`config.mk`:
```
export PLATFORM = sky130hd
export DESIGN_NAME = irq_trap_ctrl_flat
export DESIGN_NICKNAME = d
export VERILOG_FILES = /design/src/rtl/irq_trap_ctrl_if.sv /design/src/rtl/irq_trap_ctrl.sv /design/src/flat_wrapper.sv
export SDC_FILE = /design/constraint.sdc
export NUM_CORES = 1
export LEC_CHECK = 0
export CAP_MARGIN = 10
export CELL_PAD_IN_SITES_DETAIL_PLACEMENT = 0
export CELL_PAD_IN_SITES_GLOBAL_PLACEMENT = 1
export CORE_ASPECT_RATIO = 0.9
export CORE_MARGIN = 2
export CORE_UTILIZATION = 29
export DETAILED_ROUTE_END_ITERATION = 10
export GPL_TIMING_DRIVEN = 0
export PLACE_DENSITY = 0.95
export SETUP_SLACK_MARGIN = 0.3
export SLEW_MARGIN = 40
export SYNTH_ARGS = -nofsm -noshare
export SYNTH_HDL_FRONTEND = slang
export SYNTH_SLANG_ARGS = --single-unit
```
`constraint.sdc`:
```
create_clock -name clk -period 3.6 [get_ports clk]
set_input_delay 1.08 -clock clk [delete_from_list [all_inputs] [get_ports clk]]
set_output_delay 1.08 -clock clk [all_outputs]
set_load 0.005 [all_outputs]
```
`src/rtl/irq_trap_ctrl_if.sv`:
```
// irq_trap_ctrl_if
//   Bundles the trap-entry controller's pipeline/CSR-facing signals.
//   slave  : the controller itself (samples interrupts and pipeline status,
//            drives stall/flush/redirect and the trap-entry CSR update).
//   master : the pipeline and CSR file side.
//
//   Handshake semantics: there is no valid/ready pairing on this bus. Every
//   output is a level that is meaningful on every cycle. trap_we, flush and
//   redirect are single-cycle strobes the consumer acts on at the next clk
//   edge. stall is a level held for as long as fetch/ID must freeze.
//
//   Signals (direction as seen by the controller):
//     ext_irq      in   1   external interrupt, level, asynchronous
//     timer_irq    in   1   timer interrupt, level, clk-synchronous
//     mstatus_mie  in   1   mstatus[3]
//     mie_meie     in   1   mie[11]
//     mie_mtie     in   1   mie[7]
//     mepc_q       in   32  current mepc, MRET target
//     pc_next      in   32  resume address of the oldest uncommitted instr
//     commit_ok    in   1   pipeline is at an instruction boundary
//     is_wfi       in   1   WFI in ID
//     is_mret      in   1   MRET in WB
//     mip_meip     out  1   pending external interrupt (mip[11])
//     mip_mtip     out  1   pending timer interrupt (mip[7])
//     stall        out  1   freeze fetch/ID
//     flush        out  1   kill IF/ID/EX
//     redirect     out  1   load redirect_pc into PC
//     redirect_pc  out  32  redirect target
//     trap_we      out  1   CSR trap-entry update strobe
//     trap_epc     out  32  value for mepc
//     trap_cause   out  32  value for mcause
interface irq_trap_ctrl_if;
    logic        ext_irq;
    logic        timer_irq;
    logic        mstatus_mie;
    logic        mie_meie;
    logic        mie_mtie;
    logic [31:0] mepc_q;
    logic [31:0] pc_next;
    logic        commit_ok;
    logic        is_wfi;
    logic        is_mret;
    logic        mip_meip;
    logic        mip_mtip;
    logic        stall;
    logic        flush;
    logic        redirect;
    logic [31:0] redirect_pc;
    logic        trap_we;
    logic [31:0] trap_epc;
    logic [31:0] trap_cause;

    modport slave (
        input  ext_irq, timer_irq, mstatus_mie, mie_meie, mie_mtie,
        input  mepc_q, pc_next, commit_ok, is_wfi, is_mret,
        output mip_meip, mip_mtip, stall, flush, redirect, redirect_pc,
        output trap_we, trap_epc, trap_cause
    );

    modport master (
        output ext_irq, timer_irq, mstatus_mie, mie_meie, mie_mtie,
        output mepc_q, pc_next, commit_ok, is_wfi, is_mret,
        input  mip_meip, mip_mtip, stall, flush, redirect, redirect_pc,
        input  trap_we, trap_epc, trap_cause
    );
endinterface

```
`src/rtl/irq_trap_ctrl.sv`:
```
// irq_trap_ctrl
//   Trap-entry side of the machine-mode CSR/MRET path. Synchronises the
//   external interrupt, registers the timer interrupt, publishes both as
//   pending bits, and when an enabled interrupt is taken it stalls fetch,
//   waits for an instruction boundary and fires a one-cycle trap (CSR update,
//   flush, redirect to MTVEC_ADDR). Also sequences the MRET redirect to mepc
//   and holds the pipeline while WFI waits for an interrupt.
//
//   Ports:
//     clk          in   1   clock
//     rst          in   1   synchronous reset, active-low
//     bus          if       irq_trap_ctrl_if.slave (see interface header)
//     dbg_state_o  out  3   current FSM state, for observation only
module irq_trap_ctrl #(
    parameter logic [31:0] MTVEC_ADDR  = 32'h0001_0000,
    parameter int          SYNC_STAGES = 2
) (
    input  logic                 clk,
    input  logic                 rst,
    irq_trap_ctrl_if.slave       bus,
    output logic [2:0]           dbg_state_o
);

    localparam logic [31:0] CAUSE_EXT = 32'h8000_000B;
    localparam logic [31:0] CAUSE_TMR = 32'h8000_0007;

    typedef enum logic [2:0] {
        ST_IDLE = 3'd0,
        ST_PEND = 3'd1,
        ST_TAKE = 3'd2,
        ST_RET  = 3'd3,
        ST_WFI  = 3'd4
    } state_t;

    state_t                 state_q, state_d;
    logic [SYNC_STAGES-1:0] ext_sync_q, ext_sync_d;
    logic                   mtip_q, mtip_d;
    logic [31:0]            ret_pc_q, ret_pc_d;
    logic [31:0]            epc_q, epc_d;
    logic [31:0]            cause_q, cause_d;

    logic meip;
    logic ext_pend;
    logic tmr_pend;
    logic pend;
    logic take;

    assign meip     = ext_sync_q[SYNC_STAGES-1];
    assign ext_pend = meip & bus.mie_meie;
    assign tmr_pend = mtip_q & bus.mie_mtie;
    assign pend     = ext_pend | tmr_pend;
    assign take     = bus.mstatus_mie & pend;

    // ext_irq is asynchronous, so it passes through a flop chain; timer_irq
    // is already clk-synchronous and only needs one register.
    always_comb begin
        ext_sync_d    = ext_sync_q;
        ext_sync_d[0] = bus.ext_irq;
        for (int i = 1; i < SYNC_STAGES; i++) begin
            ext_sync_d[i] = ext_sync_q[i-1];
        end
        mtip_d = bus.timer_irq;
    end

    always_ff @(posedge clk) begin
        if (!rst) begin
            state_q    <= ST_IDLE;
            ext_sync_q <= '0;
            mtip_q     <= 1'b0;
            ret_pc_q   <= '0;
            epc_q      <= '0;
            cause_q    <= '0;
        end else begin
            state_q    <= state_d;
            ext_sync_q <= ext_sync_d;
            mtip_q     <= mtip_d;
            ret_pc_q   <= ret_pc_d;
            epc_q      <= epc_d;
            cause_q    <= cause_d;
        end
    end

    // Next-state logic.
    always_comb begin
        state_d  = state_q;
        ret_pc_d = ret_pc_q;
        epc_d    = epc_q;
        cause_d  = cause_q;
        case (state_q)
            ST_IDLE: begin
                // MRET wins over a simultaneous take: the interrupt is
                // re-evaluated after MRET has restored MIE.
                if (bus.is_mret) begin
                    state_d  = ST_RET;
                    ret_pc_d = bus.mepc_q;
                end else if (take) begin
                    state_d = ST_PEND;
                end else if (bus.is_wfi) begin
                    state_d = ST_WFI;
                end
            end
            ST_PEND: begin
                if (!take) begin
                    state_d = ST_IDLE;
                end else if (bus.commit_ok) begin
                    state_d = ST_TAKE;
                    epc_d   = bus.pc_next;
                    cause_d = ext_pend ? CAUSE_EXT : CAUSE_TMR;
                end
            end
            // The CSR file clears MIE on the edge leaving TAKE, so returning
            // to IDLE cannot re-enter the trap.
            ST_TAKE: state_d = ST_IDLE;
            ST_RET:  state_d = ST_IDLE;
            ST_WFI: begin
                if (pend) begin
                    state_d = bus.mstatus_mie ? ST_PEND : ST_IDLE;
                end
            end
            default: state_d = ST_IDLE;
        endcase
    end

    // Outputs are decoded from the registered state only.
    always_comb begin
        bus.stall       = 1'b0;
        bus.flush       = 1'b0;
        bus.redirect    = 1'b0;
        bus.trap_we     = 1'b0;
        bus.redirect_pc = '0;
        case (state_q)
            ST_PEND: bus.stall = 1'b1;
            ST_WFI:  bus.stall = 1'b1;
            ST_TAKE: begin
                bus.trap_we     = 1'b1;
                bus.flush       = 1'b1;
                bus.redirect    = 1'b1;
                bus.redirect_pc = MTVEC_ADDR;
            end
            ST_RET: begin
                bus.flush       = 1'b1;
                bus.redirect    = 1'b1;
                bus.redirect_pc = ret_pc_q;
            end
            default: ;
        endcase
    end

    assign bus.mip_meip   = meip;
    assign bus.mip_mtip   = mtip_q;
    assign bus.trap_epc   = epc_q;
    assign bus.trap_cause = cause_q;
    assign dbg_state_o    = state_q;

endmodule
```
`src/flat_wrapper.sv`:
```
// flat-port wrapper written by rule: the top's interface ports become plain ports
module irq_trap_ctrl_flat 
#(
    parameter logic [31:0] MTVEC_ADDR  = 32'h0001_0000,
    parameter int          SYNC_STAGES = 2
)
  (clk, rst, dbg_state_o, bus_ext_irq, bus_timer_irq, bus_mstatus_mie, bus_mie_meie, bus_mie_mtie, bus_mepc_q, bus_pc_next, bus_commit_ok, bus_is_wfi, bus_is_mret, bus_mip_meip, bus_mip_mtip, bus_stall, bus_flush, bus_redirect, bus_redirect_pc, bus_trap_we, bus_trap_epc, bus_trap_cause);
  irq_trap_ctrl_if bus_i ();
  input  logic clk;
  input  logic rst;
  output logic [2:0] dbg_state_o;
  input wire logic [$bits(bus_i.ext_irq)-1:0] bus_ext_irq;
  input wire logic [$bits(bus_i.timer_irq)-1:0] bus_timer_irq;
  input wire logic [$bits(bus_i.mstatus_mie)-1:0] bus_mstatus_mie;
  input wire logic [$bits(bus_i.mie_meie)-1:0] bus_mie_meie;
  input wire logic [$bits(bus_i.mie_mtie)-1:0] bus_mie_mtie;
  input wire logic [$bits(bus_i.mepc_q)-1:0] bus_mepc_q;
  input wire logic [$bits(bus_i.pc_next)-1:0] bus_pc_next;
  input wire logic [$bits(bus_i.commit_ok)-1:0] bus_commit_ok;
  input wire logic [$bits(bus_i.is_wfi)-1:0] bus_is_wfi;
  input wire logic [$bits(bus_i.is_mret)-1:0] bus_is_mret;
  output wire logic [$bits(bus_i.mip_meip)-1:0] bus_mip_meip;
  output wire logic [$bits(bus_i.mip_mtip)-1:0] bus_mip_mtip;
  output wire logic [$bits(bus_i.stall)-1:0] bus_stall;
  output wire logic [$bits(bus_i.flush)-1:0] bus_flush;
  output wire logic [$bits(bus_i.redirect)-1:0] bus_redirect;
  output wire logic [$bits(bus_i.redirect_pc)-1:0] bus_redirect_pc;
  output wire logic [$bits(bus_i.trap_we)-1:0] bus_trap_we;
  output wire logic [$bits(bus_i.trap_epc)-1:0] bus_trap_epc;
  output wire logic [$bits(bus_i.trap_cause)-1:0] bus_trap_cause;
  assign bus_i.ext_irq = bus_ext_irq;
  assign bus_i.timer_irq = bus_timer_irq;
  assign bus_i.mstatus_mie = bus_mstatus_mie;
  assign bus_i.mie_meie = bus_mie_meie;
  assign bus_i.mie_mtie = bus_mie_mtie;
  assign bus_i.mepc_q = bus_mepc_q;
  assign bus_i.pc_next = bus_pc_next;
  assign bus_i.commit_ok = bus_commit_ok;
  assign bus_i.is_wfi = bus_is_wfi;
  assign bus_i.is_mret = bus_is_mret;
  assign bus_mip_meip = bus_i.mip_meip;
  assign bus_mip_mtip = bus_i.mip_mtip;
  assign bus_stall = bus_i.stall;
  assign bus_flush = bus_i.flush;
  assign bus_redirect = bus_i.redirect;
  assign bus_redirect_pc = bus_i.redirect_pc;
  assign bus_trap_we = bus_i.trap_we;
  assign bus_trap_epc = bus_i.trap_epc;
  assign bus_trap_cause = bus_i.trap_cause;
  irq_trap_ctrl #(.MTVEC_ADDR(MTVEC_ADDR), .SYNC_STAGES(SYNC_STAGES)) u_core (.clk(clk), .rst(rst), .bus(bus_i), .dbg_state_o(dbg_state_o));
endmodule
```
==> reports/qor.yml, run 1 <==
synth_edf_count: 0
wl_per_cell_um: 12.87
grt_antenna_before_repair: 0
root_buffer: "clkbuf_16"
crit_buf_inv: 3
nFillCells: 1074
grt_setup_unrepaired: "false"
die_h_um: 104.5
reg2reg_depth: 5
syn-cell-area_um2: 3257
grt_util_met2_pct: 26.44
crit_family: "buffers and inverters"
final_max_slew_viol_count: 0
p_clk_share_pct: 44.0
ys_async_sr_fraction_pct: 0
grt_pass1_wl_um: 14850
fin_util_pct: 49.13
gp_congestion: 0.7499
clock_latency_ps: 330
swShare_pct: 24.74
grt-ovfl-total: 0
vias: 3172
dieWidth_um: 115.7
dr.pass1.iters: 4
grt_usage_pct: 15.53
r2r_start: "u_core.ext_sync_q[1]$_SDFF_PN0_"
ys.flop_type: "dfxtp_1"
cts_tree: "yes"
power.total_w: 0.002059
maxSlewHeadroom_pct: 64.29
max_stage_delay_ps: 510
syn2layout_area_growth_pct: 64.43
netlist_instances: 398
multiInputGateArea_um2: 1509
grt_max_degree: 15
n_antenna_cell: 0
met1_usage_pct: 17.42
rows: 36
start_kind: "register"
ant_nets: 0
drt-total-wl_um: 9553
cts_sinks: 73
slowest_stage: "clkdlybuf4s50_1"
ys_seq_elements: 73
avgSynthCellArea_um2: 8.183
combPwrFrac_pct: 14.3
worstSetupPathType: "register to primary output"
busiest_layer: "met2"
synth_cell_types: 33
crit_cells: 4
die-area_um2: 12100
seqPwrFrac_pct: 41.7
worst_ep_required_time_ps: 2520
drive_above_1_share_pct: 11.86
io_pins: 179
whs_ps: 438.4
tightest_slew_ps: 535.6
seqCellArea_um2: 1461
skew_ps: 10.32
clockBufferDepth: 2
yosysSeqAreaShare_pct: 44.87
finalCriticalPeriod_ps: 3154
setup_viol: 0
nNetsFinal: 659
ys_warn_count: 0
fmax_ghz: 0.3171
cts_buffers: 9
period_share_pct: 87.60
post_cts_buffers: 0
hold_buffers: 0
numPortBuffers: 150
r2r_end: "u_core.bus.trap_cause[3]$_SDFFE_PN0P_"
power_density_nw_per_um2: 384.6
hp-class: "register to register"
worstPathCellList: "clkbuf_2 -> clkbuf_1 -> and3_1 -> clkdlybuf4s50_1"
finalSetupTns_ps: 0
viasPerCell: 4.275
crit_path_end_kind: "primary output"
power_switching_w: 0.0005096
startpoint: "u_core.dbg_state_o[0]$_SDFFE_PN0P_"
clkTransAtPathRegs_ps: 60
cts.htree.levels: 3
met3_usage_pct: 6.323
ir_drop_mv: 0.1625
status: "complete, no violations"
dp_hpwl_um: 7322
grt_pass1_vias: 3092
drt-initial-drc-count: 89
reg2reg_slack_ps: 2100
core-area_um2: 10900
cp.arrival_ps: 2070
internal_power_w: 0.001550
route.detailed.drc: 0
leakage_nw: 2.187
crit_fanout: 10
hold_violations: 0
cap_violations: 0
critPathCapture: "bus_redirect_pc[3]"
start_util_pct: 29.88
[synthesized netlist by cell type, drive strengths merged, types with 2 or more instances]
master | count | share of area [%]
dfxtp | 73 | 45
nand3 | 2 | 0.31
nand2 | 132 | 15
buf | 42 | 9.4
inv | 3 | 0.35
nor2b | 3 | 0.58
o21a | 2 | 0.46
and3 | 31 | 6.0
o21ai | 2 | 0.31
clkbuf | 18 | 2.1
a21boi | 66 | 15
nor2 | 4 | 0.46
and2 | 5 | 0.96
[worst register-to-register path, delay by kind of cell, from the launching register on]
kind                   cells  cell delay (ps)
AO/OA/AOI/OAI              2              470
flip-flops                 1              320
AND/OR/NAND/NOR            2              350
buffers and inverters      1              280
[metrics by stage]
stage                     area, um^2  setup WS (ps)  std cells
after global placement          5046          602.3        726
after CTS                       5350          326.8        742
after detailed placement        5046          602.4        726
after global routing            5355          328.4        742
final                           5355          446.3        742
after floorplan                 3354           1418        424
[layout by cell type, fill, tap and decap left out, types with 4 or more instances in the layout]
master | Yosys | layout
a21boi_1 | 65 | 65
and2_1 | 5 | 5
and3_1 | 31 | 31
buf_2 | 7 | 7
buf_4 | 33 | 33
clkbuf_1 | 18 | 12
clkbuf_16 | 0 | 9
clkbuf_2 | 0 | 6
clkdlybuf4s50_1 | 0 | 150
conb_1 | 1 | 27
dfxtp_1 | 73 | 73
nand2_1 | 132 | 132
nor2_1 | 4 | 4
[worst min-delay path by stage]
stage / start / to / slack (ps) / cells after the start
6_report: u_core.ext_sync_q[0]$_SDFF_PN0_ / u_core.ext_sync_q[1]$_SDFF_PN0_ / 440 / 1
5_1_grt: u_core.ret_pc_q[15]$_SDFFE_PN0P_ / u_core.ret_pc_q[15]$_SDFFE_PN0P_ / 470 / 2
4_1_cts: u_core.ext_sync_q[0]$_SDFF_PN0_ / u_core.ext_sync_q[1]$_SDFF_PN0_ / 450 / 1
3_5_place_dp: u_core.ext_sync_q[0]$_SDFF_PN0_ / u_core.ext_sync_q[1]$_SDFF_PN0_ / 430 / 1
3_3_place_gp: u_core.ext_sync_q[0]$_SDFF_PN0_ / u_core.ext_sync_q[1]$_SDFF_PN0_ / 420 / 1
2_1_floorplan: u_core.ext_sync_q[0]$_SDFF_PN0_ / u_core.ext_sync_q[1]$_SDFF_PN0_ / 410 / 1
[cells by family (layout without fill, tap and decap cells)]
logic type / Yosys count / count (layout) / synth area share, %
AO/OA/AOI/OAI: 77 / 77 / 17.98
AND/OR/NAND/NOR: 183 / 183 / 24.97
other: 1 / 27 / 0.1151
flip-flops: 73 / 73 / 44.87
XOR/XNOR: 1 / 1 / 0.2690
buffers and inverters: 63 / 229 / 11.79
[cell type report]
type	instances	area share, %
Multi-Input combinational cell	288	28.18
Timing Repair Buffer	150	28.04
Sequential cell	73	27.29
Buffer	60	7.103
Clock buffer	9	4.206
Tap cell	152	3.551
Clock inverter	7	1.425
Inverter	3	0.2103
[power by group through the flow]
| stage | clock network [W] | registers [W] | logic (W) |
|---|---|---|---|
| after global routing | 0.000965 | 0.000862 | 0.000325 |
| after global placement | 0 | 0.000875 | 0.000288 |
| after CTS | 0.000933 | 0.000859 | 0.000295 |
| after floorplan | 0 | 0.000872 | 0.000148 |
| final | 0.000906 | 0.000859 | 0.000294 |
| after detailed placement | 0 | 0.000877 | 0.000293 |
[metal layers]
layer	part of all wire (%)	routed length [um]
met5	0	0
met4	0.84	80
met3	9.4	895
met2	47	4506
met1	43	4070
[state kept, by name, summed over array words and instances (netlist names)]
name,cells
u_core.bus.mip_mtip,1
u_core.bus.trap_epc,32
u_core.bus.trap_cause,3
u_core.ret_pc_q,32
u_core.ext_sync_q,2
u_core.dbg_state_o,3
[what timing repair did]
| action | CTS | global route |
|---|---|---|
| resized for setup | 2 | 8 |
| pin swaps | 0 | 0 |
| setup endpoints to repair | 20 | 20 |
| gates cloned | 0 | 0 |
Power figures use the tool's default switching activity.
==> run 2: changes to the inputs <==
- CORE_UTILIZATION: 29 -> 27
- PLACE_DENSITY: 0.95 -> 0.92
- clock period: 3.6 -> 3 ns (I/O delays scaled with it)
==> reports/qor.yml, run 2 (same netlist as run 1, synthesis figures left out) <==
cp.arrival_ps: 1770
rows: 38
start_kind: "register"
worstPathCellList: "buf_6 -> inv_2 -> nand2_4 -> inv_6 -> buf_6 -> and3_1 -> clkdlybuf4s50_1"
worstSetupPathType: "register to primary output"
worst_ep_required_time_ps: 2100
path_common_cell: "buf_6"
grt-ovfl-total: 0
numPortBuffers: 150
ant_nets: 0
gp_congestion: 0.7242
io_pins: 179
power.total_w: 0.002573
dr.pass1.iters: 4
clkTransAtPathRegs_ps: 60
route.detailed.drc: 0
grt_antenna_before_repair: 0
crit_path_end_kind: "primary output"
crit_family: "buffers and inverters"
root_buffer: "clkbuf_16"
slowest_stage: "clkdlybuf4s50_1"
crit_fanout: 8
cap_violations: 0
dp_hpwl_um: 7400
viasPerCell: 4.315
die-area_um2: 12960
wl_per_cell_um: 12.92
crit_buf_inv: 5
core-area_um2: 11930
dieWidth_um: 119.8
start_util_pct: 27.29
grt_pass1_vias: 3180
cts_buffers: 9
mostFrequentLayoutCell: "nand2_1"
cts_tree: "yes"
drt-initial-drc-count: 157
hold_buffers: 0
die_h_um: 108.2
grt_max_degree: 12
hp-class: "register to register"
syn2layout_area_growth_pct: 68.19
grt_setup_unrepaired: "true"
finalCriticalPeriod_ps: 2668
clockBufferDepth: 2
finalSetupTns_ps: 0
ir_drop_mv: 0.2692
drive_above_1_share_pct: 12.94
cts_sinks: 73
clock_latency_ps: 330
maxSlewHeadroom_pct: 55.24
tightest_slew_ps: 671.3
vias: 3258
grt_usage_pct: 14.97
final_cell_mix: "nand2_1, clkdlybuf4s50_1, dfxtp_1"
drt-total-wl_um: 9756
final_max_slew_viol_count: 0
fmax_ghz: 0.3749
setup_viol: 0
nNetsFinal: 664
cts.htree.levels: 3
hold_violations: 0
leakage_nw: 2.476
n_antenna_cell: 0
grt_pass1_wl_um: 15370
max_stage_delay_ps: 490
power_density_nw_per_um2: 469.7
period_share_pct: 88.92
skew_ps: 4.799
status: "complete, no violations"
==> run 2: cell types whose count changed in the layout (fill, tap and decap cells not counted), sizes merged <==
cell	before	now
clkinv	1	0
bufinv	1	2
dlygate4sd2	0	25
clkdlybuf4s50	150	119
clkinvlp	2	0
inv	6	3
clkbuf	27	32
buf	42	47
dlymetal6s2s	0	6
==> run 2: worst paths after layout <==
path,to,slack (ps),startpoint,cells past startpoint
worst max-delay path,bus_redirect_pc[17],330,u_core.dbg_state_o[2]$_SDFFE_PN0P_,7
worst min-delay path,u_core.ret_pc_q[27]$_SDFFE_PN0P_,450,u_core.ret_pc_q[27]$_SDFFE_PN0P_,2
worst max register to register,u_core.bus.trap_epc[0]$_SDFFE_PN0P_,1480,u_core.ext_sync_q[1]$_SDFF_PN0_,5
worst min register to register,u_core.ret_pc_q[27]$_SDFFE_PN0P_,450,u_core.ret_pc_q[27]$_SDFFE_PN0P_,2
==> run 2: routing by layer <==
metal / vias up / GRT usage [%] / part of all wire [%]
met5: - / 0 / 0
li1: 1629 / - / -
met1: 1500 / 17.41 / 43
met4: 0 / 3.866 / 0.90
met2: 121 / 25.71 / 47
met3: 8 / 6.065 / 8.5
==> run 2: worst register-to-register path: stages (launching register included) <==
cell and delay, ps:
dfxtp_1 320, a22o_2 330, nand4_1 270, buf_2 290, nand2_1 90, a21boi_1 150
==> run 2: stage by stage <==
| stage | cells | util [%] | area [um^2] | setup slack (ps) | hold slack, ps |
|---|---|---|---|---|---|
| global route | 755 | 45.90 | 5478 | 259.5 | 462.4 |
| floorplan | 424 | - | 3354 | 997.7 | 411.9 |
| CTS | 754 | 45.68 | 5451 | 246.1 | 450.9 |
| finish | 755 | 45.90 | 5478 | 332.5 | 448.7 |
| detailed placement | 734 | 42.37 | 5056 | 95.87 | 438.5 |
| global placement | 734 | 42.37 | 5056 | 156.3 | 415.6 |
==> run 2: final cells by class <==
cell class | count | area [um^2]
Inverter | 3 | 16.27
Tap cell | 160 | 200.2
Timing Repair Buffer | 155 | 1526
Clock buffer | 14 | 264.0
Fill cell | 1189 | 6456
Buffer | 60 | 430.4
Clock inverter | 2 | 60.06
Multi-Input combinational cell | 288 | 1516
Sequential cell | 73 | 1464
==> run 2: power by group <==
part | internal, W | switching (W)
logic | 0.000217 | 0.000161
clock network | 0.000775 | 0.000387
registers | 0.00101 | 0.0000224
total | 0.00200 | 0.000571
==> run 2: what timing repair did <==
action / in CTS / in global routing
buffers inserted: 3 / 1
gates cloned: 1 / 0
endpoints found under the setup margin: 36 / 7
gates resized for setup: 49 / 8
